<file path="src/rtl/mem_access_ctrl.sv">
`timescale 1ns/1ps
// mem_access_ctrl
// ---------------
// MEM-stage data-memory sequencer. It decodes the load/store codes from the
// EXE/MEM register, issues one registered request on a req/ack memory port,
// and holds the pipeline stalled until the memory acknowledges or the wait
// limit runs out. Load results are lane-selected, extended and held in
// load_data for the MEM/WB register.
//
// Ports:
//   clk, rst            clock, asynchronous active-high reset
//   DMRd[3:0]           load code (1 LW, 2 LH, 3 LHU, 4 LB, 5 LBU, else none)
//   DMWr[1:0]           store code (1 SW, 2 SH, 3 SB, 0 none)
//   ALUout[31:0]        byte address of the access
//   DMdata[31:0]        store data
//   stall               combinational pipeline hold
//   misalign            combinational misaligned-access flag
//   mem_req/we/addr/be/wdata   registered memory request
//   mem_rdata, mem_ack  memory response
//   load_data[31:0]     registered, extended load result
//   bus_err             registered, high in DONE after a timeout
module mem_access_ctrl #(
   parameter int unsigned TIMEOUT = 16
) (
   input  logic        clk,
   input  logic        rst,
   input  logic [3:0]  DMRd,
   input  logic [1:0]  DMWr,
   input  logic [31:0] ALUout,
   input  logic [31:0] DMdata,
   output logic        stall,
   output logic        misalign,
   output logic        mem_req,
   output logic        mem_we,
   output logic [31:0] mem_addr,
   output logic [3:0]  mem_be,
   output logic [31:0] mem_wdata,
   input  logic [31:0] mem_rdata,
   input  logic        mem_ack,
   output logic [31:0] load_data,
   output logic        bus_err
);

   localparam int CNT_W = $clog2(TIMEOUT) + 1;
   localparam logic [CNT_W-1:0] CNT_LAST = CNT_W'(TIMEOUT - 1);

   typedef enum logic [1:0] {
      IDLE,
      BUSY,
      DONE
   } state_t;

   state_t           state_q, state_d;
   logic [CNT_W-1:0] cnt_q, cnt_d;
   logic [3:0]       rd_code_q, rd_code_d;
   logic [1:0]       lane_q, lane_d;
   logic             mem_req_q, mem_req_d;
   logic             mem_we_q, mem_we_d;
   logic [31:0]      mem_addr_q, mem_addr_d;
   logic [3:0]       mem_be_q, mem_be_d;
   logic [31:0]      mem_wdata_q, mem_wdata_d;
   logic [31:0]      load_data_q, load_data_d;
   logic             bus_err_q, bus_err_d;

   logic             is_load;
   logic             is_store;
   logic             access;
   logic             aligned;
   logic [3:0]       issue_be;
   logic [31:0]      issue_wdata;
   logic [15:0]      rd_half;
   logic [7:0]       rd_byte;
   logic [31:0]      ext_data;

   // Decode the incoming access. A load takes priority over a store when both
   // codes are present, so the store is only seen when no valid load exists.
   always_comb begin
      is_load     = (DMRd >= 4'd1) && (DMRd <= 4'd5);
      is_store    = !is_load && (DMWr != 2'd0);
      access      = is_load || is_store;
      aligned     = 1'b1;
      issue_be    = 4'b1111;
      issue_wdata = 32'd0;
      if (is_load) begin
         case (DMRd)
            4'd1:       aligned = (ALUout[1:0] == 2'b00);
            4'd2, 4'd3: aligned = !ALUout[0];
            default:    aligned = 1'b1;
         endcase
      end else if (is_store) begin
         case (DMWr)
            2'd1: begin
               aligned     = (ALUout[1:0] == 2'b00);
               issue_wdata = DMdata;
            end
            2'd2: begin
               aligned     = !ALUout[0];
               issue_be    = ALUout[1] ? 4'b1100 : 4'b0011;
               issue_wdata = {2{DMdata[15:0]}};
            end
            default: begin
               issue_be    = 4'b0001 << ALUout[1:0];
               issue_wdata = {4{DMdata[7:0]}};
            end
         endcase
      end
   end

   // Pick the addressed halfword/byte from the returned word using the lane
   // captured at issue, then extend according to the captured load code.
   always_comb begin
      rd_half = lane_q[1] ? mem_rdata[31:16] : mem_rdata[15:0];
      case (lane_q)
         2'd0:    rd_byte = mem_rdata[7:0];
         2'd1:    rd_byte = mem_rdata[15:8];
         2'd2:    rd_byte = mem_rdata[23:16];
         default: rd_byte = mem_rdata[31:24];
      endcase
      case (rd_code_q)
         4'd2:    ext_data = {{16{rd_half[15]}}, rd_half};
         4'd3:    ext_data = {16'd0, rd_half};
         4'd4:    ext_data = {{24{rd_byte[7]}}, rd_byte};
         4'd5:    ext_data = {24'd0, rd_byte};
         default: ext_data = mem_rdata;
      endcase
   end

   // Next-state and output logic. Everything holds by default; IDLE issues an
   // aligned access, BUSY waits for ack or the last count, DONE releases the
   // pipeline for one cycle and always returns to IDLE so an access still
   // sitting in EXE/MEM is not issued twice.
   always_comb begin
      state_d     = state_q;
      cnt_d       = cnt_q;
      rd_code_d   = rd_code_q;
      lane_d      = lane_q;
      mem_req_d   = mem_req_q;
      mem_we_d    = mem_we_q;
      mem_addr_d  = mem_addr_q;
      mem_be_d    = mem_be_q;
      mem_wdata_d = mem_wdata_q;
      load_data_d = load_data_q;
      bus_err_d   = bus_err_q;
      stall       = 1'b0;
      misalign    = 1'b0;
      case (state_q)
         IDLE: begin
            if (access) begin
               if (aligned) begin
                  stall       = 1'b1;
                  state_d     = BUSY;
                  mem_req_d   = 1'b1;
                  mem_we_d    = is_store;
                  mem_addr_d  = {ALUout[31:2], 2'b00};
                  mem_be_d    = issue_be;
                  mem_wdata_d = issue_wdata;
                  rd_code_d   = is_load ? DMRd : 4'd0;
                  lane_d      = ALUout[1:0];
                  cnt_d       = '0;
               end else begin
                  misalign = 1'b1;
               end
            end
         end
         BUSY: begin
            stall = 1'b1;
            if (mem_ack) begin
               state_d   = DONE;
               mem_req_d = 1'b0;
               mem_we_d  = 1'b0;
               bus_err_d = 1'b0;
               if (rd_code_q != 4'd0) begin
                  load_data_d = ext_data;
               end
            end else if (cnt_q == CNT_LAST) begin
               state_d     = DONE;
               mem_req_d   = 1'b0;
               mem_we_d    = 1'b0;
               load_data_d = 32'd0;
               bus_err_d   = 1'b1;
            end else begin
               cnt_d = cnt_q + CNT_W'(1);
            end
         end
         DONE: begin
            state_d   = IDLE;
            bus_err_d = 1'b0;
         end
         default: begin
            state_d = IDLE;
         end
      endcase
   end

   // State and request registers; reset drops an in-flight request at once.
   always_ff @(posedge clk or posedge rst) begin
      if (rst) begin
         state_q     <= IDLE;
         cnt_q       <= '0;
         rd_code_q   <= 4'd0;
         lane_q      <= 2'd0;
         mem_req_q   <= 1'b0;
         mem_we_q    <= 1'b0;
         mem_addr_q  <= 32'd0;
         mem_be_q    <= 4'd0;
         mem_wdata_q <= 32'd0;
         load_data_q <= 32'd0;
         bus_err_q   <= 1'b0;
      end else begin
         state_q     <= state_d;
         cnt_q       <= cnt_d;
         rd_code_q   <= rd_code_d;
         lane_q      <= lane_d;
         mem_req_q   <= mem_req_d;
         mem_we_q    <= mem_we_d;
         mem_addr_q  <= mem_addr_d;
         mem_be_q    <= mem_be_d;
         mem_wdata_q <= mem_wdata_d;
         load_data_q <= load_data_d;
         bus_err_q   <= bus_err_d;
      end
   end

   assign mem_req   = mem_req_q;
   assign mem_we    = mem_we_q;
   assign mem_addr  = mem_addr_q;
   assign mem_be    = mem_be_q;
   assign mem_wdata = mem_wdata_q;
   assign load_data = load_data_q;
   assign bus_err   = bus_err_q;

endmodule

</file>
<file path="config.mk">
export PLATFORM = sky130hd
export DESIGN_NAME = mem_access_ctrl
export DESIGN_NICKNAME = d
export VERILOG_FILES = /design/src/rtl/mem_access_ctrl.sv
export SDC_FILE = /design/constraint.sdc
export NUM_CORES = 1
export LEC_CHECK = 0
export ABC_AREA = 0
export CAP_MARGIN = 10
export CORE_MARGIN = 5
export CORE_UTILIZATION = 30
export CTS_BUF_LIST = sky130_fd_sc_hd__clkbuf_4
export DETAILED_ROUTE_END_ITERATION = 10
export SYNTH_ARGS = -nofsm -noshare
export SYNTH_HDL_FRONTEND = slang
export SYNTH_SLANG_ARGS = --single-unit
</file>
<file path="constraint.sdc">
create_clock -name clk -period 3.55 [get_ports clk]
set_input_delay 0.355 -clock clk [delete_from_list [all_inputs] [get_ports clk]]
set_output_delay 0.355 -clock clk [all_outputs]
set_load 0.03 [all_outputs]
</file>
==> flow_summary.yaml, run 1 <==
run_status:
  run_status: "finished, final reports clean"
synth:
  ys_top_cells_by_count: "sky130_fd_sc_hd__dfrtp_1, sky130_fd_sc_hd__mux2_2, sky130_fd_sc_hd__nor2_1, sky130_fd_sc_hd__a22oi_1, sky130_fd_sc_hd__mux2i_1"
  synthMostInstantiatedCell: "sky130_fd_sc_hd__dfrtp_1"
  netlist.area_leader.share_pct: 50.7
  synth_sequential_area_ratio_pct: 50.7
  synthesis.area_um2: 5630
  synth_warnings: 0
  synthesized_netlist_cell_count: 485
  postSynth.topFlopCell: "sky130_fd_sc_hd__dfrtp_1"
  synth.top_cells.by_area: "sky130_fd_sc_hd__dfrtp_1, sky130_fd_sc_hd__mux2_2, sky130_fd_sc_hd__mux2i_1"
  share_of_flip_flops_with_an_asynchronous_set_or_reset_after_synthesis_pct: 100
  synth.lib_cells_used.distinct: 57
  synthesis.area_per_instance_um2: 11.6
  ys_seq_elements: 114
  number_of_enable_type_register_cells_in_the_synthesized_netlist: 0
  yosysTopAreaCell: "sky130_fd_sc_hd__dfrtp_1"
place:
  numPlacedInstances: 902
  gpl.final_weighted_congestion: 0.813
  place_hpwl_um: 13200
  number_of_buffers_inserted_by_port_buffering: 207
layout:
  layout-area-overhead-vs-synth_pct: 46.2
  design.final.nets: 797
  finalNonFillerCells: 934
  antenna_cells: 0
  drive_gt1_share_pct: 15.9
grt:
  grt.total_usage_pct: 16.4
  grt-ovfl-total: 0
  groute.layer.met2.usage_pct: 26.9
  grtUsageMet1_pct: 19.7
  globalRouteMet3Util_pct: 6.32
  antenna_found_initial: 0
  first_global_vias: 5305
  grt-busiest-layer: "met2"
  grt_first_pass_wirelength_um: 28400
  grt_max_degree: 54
power_and_ir_drop:
  ir_worst_vdd_mv: 0.464
  power_leakage_nw: 3.44
  p_per_area_nw_per_um2: 880
detailed_routing:
  totalWireLength_um: 17900
  route.detailed.wl_per_inst_um: 19.1
  remaining_drc_errors: 0
  initialDrtViolationCount: 299
  vias: 4943
  route.antenna.remaining_nets: 0
  viasPerCell: 5.29
  detailed_router_iteration_count_before_antenna_repair: 4
clock_tree:
  clkSlewWorstSetupHoldPaths_ns: 0.12
  clock_sinks: 114
  cts_tree: "built"
  cts.hold.buffers_added: 0
  post_cts.repair.setup_buffers: 0
  worst_skew_late_latency_ns: 0.53
  post_cts_resized: 0
  max-clock-path-buffers: 2
  ctsHtreeMaxLevel: 4
  number_of_buffers_created_by_cts: 17
  clock-root-buffer: "sky130_fd_sc_hd__clkbuf_4"
worst_setup_path:
  crit_path_max_incr_delay_ns: 0.54
  cell_breakdown_of_the_critical_path: "clkdlybuf4s50_1 > inv_1 > ha_1 > nor2b_1 > a221oi_1 > o21ai_0 > a21oi_1 > buf_12"
  crit_required_ns: 3.19
  crit_path_start_kind: "input pin"
  cpLargestDelayFamily: "compound AO/OA/AOI/OAI gates"
  critical_path.endpoint_type: "output port"
  critical_path.slowest_cell: "sky130_fd_sc_hd__clkdlybuf4s50_1"
  worstPathArrival_ns: 2.58
  crit_buf_inv: 3
  timing.setup.critical_path_class: "in2out"
  critical_path_peak_fanout: 4
hold_path:
  hold_path_class: "in2async"
die:
  core_um2: 18600
  number_of_top_level_pins: 210
  start_util_pct: 30.3
  die_h_um: 147
  rows: 50
  die-width_um: 147
  die_area_um2: 21600
sta:
  final_number_of_hold_violating_endpoints: 0
  final.setup_skew_ns: 0.0246
  clock.fmax_ghz: 0.341
  final.min_clock_period_ns: 2.93
  rsz0062_at_grt: "no"
  layout_worst_path_cycle_share_pct: 82.7
  setup_tns_ns: 0
  maxSlewHeadroom_pct: 16.7
  finalMaxSlewViolations: 0
  finish_stage_setup_viols: 0
  worst_pin_slew_ns: 1.24
run:
  maxcap_viol_count: 0
worst register-to-register path, cell delays in order (launching register included):
cell,delay (ns)
sky130_fd_sc_hd__dfrtp_1,0.74
sky130_fd_sc_hd__or4_1,0.24
sky130_fd_sc_hd__nand3_1,0.38
sky130_fd_sc_hd__nor2_1,1.09
sky130_fd_sc_hd__a221o_2,0.33
cell families after synthesis:
kind of cell / synth area share (%)
adders and majority gates: 1.11
buffers and inverters: 4.58
AOI/OAI and AO/OA: 19.9
other: 0.0666
muxes: 14.3
DFF: 50.7
and+or+nand+nor: 9.03
xor gates and xnor gates: 0.311
path summary, 6_finish.rpt:
| check | from | cells past startpoint | slack (ns) | endpoint |
|---|---|---|---|---|
| hold / removal | rst | 2 | 0.27 | load_data[6] |
| hold reg to reg | load_data[0] | 2 | 0.50 | load_data[0] |
| setup / recovery | DMWr[0] | 8 | 0.62 | stall |
| min in group clk | ALUout[28] | 2 | 0.44 | mem_addr[28] |
| setup reg to reg | rd_code_q[1] | 4 | 0.72 | load_data[28] |
| max in group asynchronous | rst | 3 | 2.43 | mem_addr[13] |
cell usage in the layout, fill, tap and decap left out, types with 6 or more instances in the layout:
cell type / instances
sky130_fd_sc_hd__mux2i_1: 25
sky130_fd_sc_hd__a22oi_1: 26
sky130_fd_sc_hd__clkdlybuf4s50_1: 205
sky130_fd_sc_hd__o21ai_0: 15
sky130_fd_sc_hd__o22a_1: 7
sky130_fd_sc_hd__a221o_2: 10
sky130_fd_sc_hd__nand2_1: 23
sky130_fd_sc_hd__a221o_1: 6
sky130_fd_sc_hd__o22ai_1: 8
sky130_fd_sc_hd__inv_1: 12
sky130_fd_sc_hd__a21oi_1: 10
sky130_fd_sc_hd__o2bb2ai_1: 11
sky130_fd_sc_hd__dfrtp_1: 114
sky130_fd_sc_hd__a22o_1: 19
sky130_fd_sc_hd__nor2_1: 36
sky130_fd_sc_hd__o41ai_1: 9
sky130_fd_sc_hd__buf_4: 11
sky130_fd_sc_hd__mux2_2: 46
sky130_fd_sc_hd__clkbuf_4: 20
per-layer routing:
layer | up-vias | part of all wire (%)
met3 | 36 | 8.2
met5 | - | 0
li1 | 2239 | -
met1 | 2459 | 41
met2 | 209 | 49
met4 | 0 | 2.2
layout make-up:
class / count / area, µm²
Timing Repair Buffer: 219 / 2190
Tap cell: 234 / 293
Fill cell: 1705 / 10400
Sequential cell: 114 / 2850
Inverter: 13 / 51.3
Clock inverter: 12 / 164
Clock buffer: 20 / 150
Multi-Input combinational cell: 322 / 2520
flip-flops by register name (all words and copies together) (netlist names):
| name | count |
|---|---|
| bus_err | 1 |
| cnt_q | 5 |
| lane_q | 2 |
| load_data | 32 |
| mem_addr | 30 |
| mem_be | 4 |
| mem_req | 1 |
| mem_wdata | 32 |
| mem_we | 1 |
| rd_code_q | 4 |
| state_q | 2 |
power by group:
group | internal (mW) | switching (mW) | total (mW)
logic | 1.77 | 2.12 | 3.88
clock network | 0.574 | 0.511 | 1.09
registers | 1.86 | 0.406 | 2.27
total | 4.20 | 3.03 | 7.24
per-stage QoR:
| stage | hold WS [ns] | area, µm² | utilization [%] | power [mW] | setup WS, ns |
|---|---|---|---|---|---|
| final | 0.273 | 8230 | 44.3 | 7.24 | 0.615 |
| after detailed placement | 0.473 | 7910 | 42.6 | 6.19 | 0.583 |
| after CTS | 0.249 | 8230 | 44.3 | 7.31 | 0.626 |
| after global routing | 0.278 | 8230 | 44.3 | 7.63 | 0.429 |
| after floorplan | 0.488 | 5630 | - | 4.57 | 0.179 |
| after global placement | 0.460 | 7910 | 42.6 | 6.11 | 0.656 |
Power figures use the tool's default switching activity.
==> run 2, diff against run 1 <==
==> constraint.sdc (replaced) <==
create_clock -name clk -period 2.41 [get_ports clk]
set_input_delay 0.241 -clock clk [delete_from_list [all_inputs] [get_ports clk]]
set_output_delay 0.241 -clock clk [all_outputs]
set_load 0.03 [all_outputs]
==> flow_summary.yaml, run 2 (synthesized netlist as in run 1, its figures left out) <==
sta:
  finalMaxSlewViolations: 0
  maxSlewHeadroom_pct: 19.5
  final.setup_skew_ns: 0.0231
  final.min_clock_period_ns: 2.31
  layout_worst_path_cycle_share_pct: 95.7
  final.setup.worst_slack_ns: 0.105
  clock.fmax_ghz: 0.434
  rsz0062_at_grt: "no"
  final_number_of_hold_violating_endpoints: 0
  finish_stage_setup_viols: 0
  setup_tns_ns: 0
  worst_pin_slew_ns: 1.20
run:
  maxcap_viol_count: 0
grt:
  antenna_found_initial: 0
  grt_first_pass_wirelength_um: 28200
  grt.total_usage_pct: 16.1
  grt_max_degree: 115
  grt-ovfl-total: 0
  first_global_vias: 5241
detailed_routing:
  totalWireLength_um: 17500
  initialDrtViolationCount: 187
  remaining_drc_errors: 0
  vias: 4905
  route.antenna.remaining_nets: 0
  viasPerCell: 5.12
  route.detailed.wl_per_inst_um: 18.3
  detailed_router_iteration_count_before_antenna_repair: 4
worst_setup_path:
  critical_path.slowest_cell: "sky130_fd_sc_hd__clkdlybuf4s50_1"
  cpLargestDelayFamily: "buffers and inverters"
  path_common_cell: "sky130_fd_sc_hd__buf_4"
  reg2reg_slack_ns: 0.19
  cell_breakdown_of_the_critical_path: "clkdlybuf4s50_1 > inv_2 > ha_4 > buf_4 > a221oi_4 > o21ai_1 > a21oi_1 > buf_4 > buf_12"
  crit_path_start_kind: "input pin"
  crit_buf_inv: 5
  timing.setup.critical_path_class: "in2out"
  reg2reg_launch_point: "lane_q[1]"
  crit_required_ns: 2.17
  worstPathArrival_ns: 2.06
  r2r-end: "load_data[30]"
  critical_path_peak_fanout: 3
  timing.reg2reg.worst_path_depth: 4
  crit_path_max_incr_delay_ns: 0.51
  critical_path.endpoint_type: "output port"
die:
  rows: 50
  number_of_top_level_pins: 210
  die_area_um2: 21600
  start_util_pct: 30.3
  die-width_um: 147
  die_h_um: 147
  core_um2: 18600
layout:
  layout-area-overhead-vs-synth_pct: 50.4
  multi_input_area_um2: 2560
  antenna_cells: 0
  nFillCells: 1719
  area.sequential_um2: 2850
  finalNonFillerCells: 958
  design.final.nets: 822
  drive_gt1_share_pct: 18.9
  mostFrequentLayoutCell: "sky130_fd_sc_hd__clkdlybuf4s50_1"
  most-common-layout-cells: "sky130_fd_sc_hd__clkdlybuf4s50_1, sky130_fd_sc_hd__dfrtp_1, sky130_fd_sc_hd__mux2_2, sky130_fd_sc_hd__nor2_1, sky130_fd_sc_hd__buf_4"
  final_area_um2: 8470
power_and_ir_drop:
  power_leakage_nw: 3.56
  fin_total_pwr_mw: 10.7
  ir_worst_vdd_mv: 0.812
  p_per_area_nw_per_um2: 1260
clock_tree:
  clkSlewWorstSetupHoldPaths_ns: 0.12
  number_of_buffers_created_by_cts: 17
  clock-root-buffer: "sky130_fd_sc_hd__clkbuf_4"
  worst_skew_late_latency_ns: 0.52
  clock_sinks: 114
  cts_tree: "built"
  ctsHtreeMaxLevel: 4
  cts.hold.buffers_added: 0
  max-clock-path-buffers: 2
place:
  placement.setup.worst_slack_ns: -0.302
  number_of_buffers_inserted_by_port_buffering: 207
  gpl.final_weighted_congestion: 0.815
  placement_cell_area_um2: 8140
  numPlacedInstances: 926
  place_hpwl_um: 12900
hold_path:
  hold_path_class: "in2async"
run_status:
  run_status: "finished, final reports clean"
run 2: cell count changes in the layout (fill, tap and decap cells not counted), sizes merged:
cell	delta
buf	+25
bufinv	-1
clkbuf	-2
clkdlybuf4s50	-1
clkinv	+2
clkinvlp	+1
dlygate4sd2	+1
inv	-1
run 2: repair_timing:
action | 4_1_cts | 5_1_grt
setup endpoints to repair | 1 | 2
resized for setup | 4 | 4
setup buffers | 0 | 2
pin swaps | 1 | 2
run 2: through the flow:
stage,hold slack (ns),util [%]
2_1_floorplan,0.374,-
3_3_place_gp,0.463,43.8
3_5_place_dp,0.467,43.8
4_1_cts,0.221,45.4
5_1_grt,0.253,45.6
6_report,0.183,45.6
run 2: worst max path at each step:
stage | cells past startpoint | startpoint | slack [ns] | end
6_report | 9 | DMWr[1] | 0.10 | stall
4_1_cts | 9 | DMWr[1] | 0.009 | stall
2_1_floorplan | 9 | DMWr[0] | 0.26 | lane_q[0]
5_1_grt | 10 | DMWr[1] | 0.02 | stall
3_3_place_gp | 8 | DMWr[0] | -0.26 | mem_addr[24]
3_5_place_dp | 8 | DMWr[0] | -0.30 | mem_addr[24]
run 2: final cells by class:
cell class,instances,area share (%)
multi-input combinational,322,30.2
tap,234,3.46
sequential,114,33.7
inverter,13,0.621
timing repair buffer,244,28.7
clock inverter,13,1.70
clock buffer,18,1.60
run 2: power breakdown:
group	switching (mW)	internal, mW
registers	0.564	2.75
logic	3.16	2.74
clock network	0.742	0.706
run 2: worst register-to-register path, cell delays in order (launching register included):
cell,delay [ns]
sky130_fd_sc_hd__dfrtp_1,0.57
sky130_fd_sc_hd__nor4bb_1,0.36
sky130_fd_sc_hd__a222oi_1,0.20
sky130_fd_sc_hd__nor4b_4,0.79
sky130_fd_sc_hd__a221o_2,0.24
run 2: per-layer routing:
layer / global-route usage (%) / vias to the layer above / wire length [µm]
met5: 0 / - / 0
met4: 4.75 / 0 / 342
met3: 5.58 / 22 / 1270
met2: 26.2 / 171 / 8410
met1: 20.4 / 2419 / 7500
li1: - / 2293 / -
==> run 3, diff against run 2 <==
--- a/config.mk
+++ b/config.mk
@@ -6,11 +6,13 @@
 export NUM_CORES = 1
 export LEC_CHECK = 0
 export ABC_AREA = 0
-export CAP_MARGIN = 10
+export CAP_MARGIN = 20
 export CORE_MARGIN = 5
 export CORE_UTILIZATION = 30
 export CTS_BUF_LIST = sky130_fd_sc_hd__clkbuf_4
 export DETAILED_ROUTE_END_ITERATION = 10
+export DONT_BUFFER_PORTS = 1
+export GPL_ROUTABILITY_DRIVEN = 0
 export SYNTH_ARGS = -nofsm -noshare
 export SYNTH_HDL_FRONTEND = slang
 export SYNTH_SLANG_ARGS = --single-unit
==> flow_summary.yaml, run 3 (synthesized netlist as in run 1, its figures left out) <==
detailed_routing:
  totalWireLength_um: 18000
  met2WireLength_um: 8830
  route.met3.wl_um: 1690
  dr.max_layer_used: "met4"
  route.detailed.wl_per_inst_um: 21.5
  initialDrtViolationCount: 391
  vias: 4600
  wl_met1_um: 7020
  detailed_router_iteration_count_before_antenna_repair: 6
  route.antenna.remaining_nets: 0
  remaining_drc_errors: 0
  viasPerCell: 5.49
sta:
  final_number_of_hold_violating_endpoints: 0
  layout_worst_path_cycle_share_pct: 86.9
  final.setup_skew_ns: 0.0253
  finish_stage_setup_viols: 0
  final.min_clock_period_ns: 2.09
  rsz0062_at_grt: "no"
  hold-worst-slack_ns: 0.0608
  clock.fmax_ghz: 0.478
  worst_pin_slew_ns: 0.577
  setup_tns_ns: 0
  maxSlewHeadroom_pct: 61.5
  finalMaxSlewViolations: 0
clock_tree:
  number_of_buffers_created_by_cts: 17
  cts_tree: "built"
  ctsHtreeMaxLevel: 4
  max-clock-path-buffers: 2
  clkSlewWorstSetupHoldPaths_ns: 0.12
  worst_skew_late_latency_ns: 0.53
  clock_sinks: 114
  clock-root-buffer: "sky130_fd_sc_hd__clkbuf_4"
power_and_ir_drop:
  p_per_area_nw_per_um2: 1280
  fin_total_pwr_mw: 9.32
  power_leakage_nw: 3.13
  ir_worst_vdd_mv: 0.658
layout:
  area.sequential_um2: 2850
  mostFrequentLayoutCell: "sky130_fd_sc_hd__dfrtp_1"
  layout-area-overhead-vs-synth_pct: 29.6
  most-common-layout-cells: "sky130_fd_sc_hd__dfrtp_1, sky130_fd_sc_hd__dlygate4sd3_1, sky130_fd_sc_hd__mux2_2, sky130_fd_sc_hd__nor2_1, sky130_fd_sc_hd__a22oi_1"
  nFillCells: 1759
  antenna_cells: 0
  drive_gt1_share_pct: 20.4
  multi_input_area_um2: 2520
  design.final.nets: 701
grt:
  grt_first_pass_wirelength_um: 28200
  grt.total_usage_pct: 16.6
  grt_max_degree: 50
  antenna_found_initial: 0
  first_global_vias: 4958
  grt-ovfl-total: 0
worst_setup_path:
  timing.setup.critical_path_class: "reg2reg"
  cell_breakdown_of_the_critical_path: "mux2_2 > a222oi_1 > nor4b_4 > buf_12 > a221o_2"
  crit_path_max_incr_delay_ns: 0.60
  worstPathArrival_ns: 2.50
  crit_required_ns: 2.81
  critical_path.slowest_cell: "sky130_fd_sc_hd__dfrtp_1"
  crit_path_start_kind: "register"
  critical_path.endpoint_type: "register"
  critical_path_peak_fanout: 16
place:
  place_hpwl_um: 12400
  number_of_buffers_inserted_by_port_buffering: 0
die:
  die_h_um: 147
  die-width_um: 147
  die_area_um2: 21600
  rows: 50
  core_um2: 18600
  start_util_pct: 30.3
  number_of_top_level_pins: 210
run:
  maxcap_viol_count: 0
hold_path:
  hold_path_class: "in2reg"
run_status:
  run_status: "finished, final reports clean"
## run 3: cell types whose count changed in the layout (fill, tap and decap cells not counted), moves of 2 or more
cell | before | now
sky130_fd_sc_hd__clkinv_4 | 1 | 3
sky130_fd_sc_hd__buf_4 | 32 | 20
sky130_fd_sc_hd__clkinv_1 | 4 | 1
sky130_fd_sc_hd__dlygate4sd3_1 | 0 | 97
sky130_fd_sc_hd__inv_6 | 0 | 4
sky130_fd_sc_hd__clkdlybuf4s50_1 | 204 | 0
sky130_fd_sc_hd__clkinv_2 | 3 | 1
## run 3: through the flow
stage	utilization, %	cells	setup WS, ns	area (µm²)
after floorplan	-	486	0.264	5640
after global placement	32.1	708	0.272	5970
after detailed placement	32.1	708	0.193	5970
after CTS	39.1	837	0.177	7270
after global routing	39.3	838	0.233	7290
final	39.3	838	0.317	7290
## run 3: power breakdown
| group | total [mW] | switching [mW] | internal [mW] |
|---|---|---|---|
| combinational | 2.60 | 1.22 | 1.38 |
| sequential | 5.05 | 2.33 | 2.72 |
| clock | 1.67 | 0.835 | 0.835 |
## run 3: path summary, 6_finish.rpt
check                           cells after the start  slack [ns]            end          start
worst max-delay path                                5        0.32  load_data[28]      lane_q[1]
worst min-delay path                                3        0.06   load_data[2]  mem_rdata[10]
worst max register to register                      5        0.32  load_data[28]      lane_q[1]
worst min register to register                      2        0.55       cnt_q[3]       cnt_q[3]
max in group asynchronous                           3        1.44  mem_wdata[31]            rst
min in group asynchronous                           2        0.23  mem_wdata[13]            rst
## run 3: critical path, delay by kind of cell, from the launching register on
family | cells | cell delay, ns
buf+inv | 1 | 0.17
simple gates | 1 | 0.09
compound gates | 2 | 0.71
mux | 1 | 0.40
flops | 1 | 0.60
## run 3: cell type report
class | instances | share of cell area (%)
sequential | 114 | 39.1
inverter | 13 | 0.721
multi-input combinational | 322 | 34.6
clock buffer | 17 | 1.75
clock inverter | 15 | 2.81
tap | 234 | 4.01
timing repair buffer | 123 | 17.0
## run 3: metal layers
layer | up-vias | track usage (%)
met5 | - | 0
met4 | 0 | 6.15
met3 | 44 | 6.29
met2 | 258 | 27.8
met1 | 2260 | 19.3
li1 | 2038 | -
## run 3: repair_timing
item / 4_1_cts / 5_1_grt
resized for setup: 0 / 0
buffers inserted: 0 / 1
endpoints found under the setup margin: 0 / 12
hold buffers: 97 / 0
endpoints found under the hold margin: 184 / 0
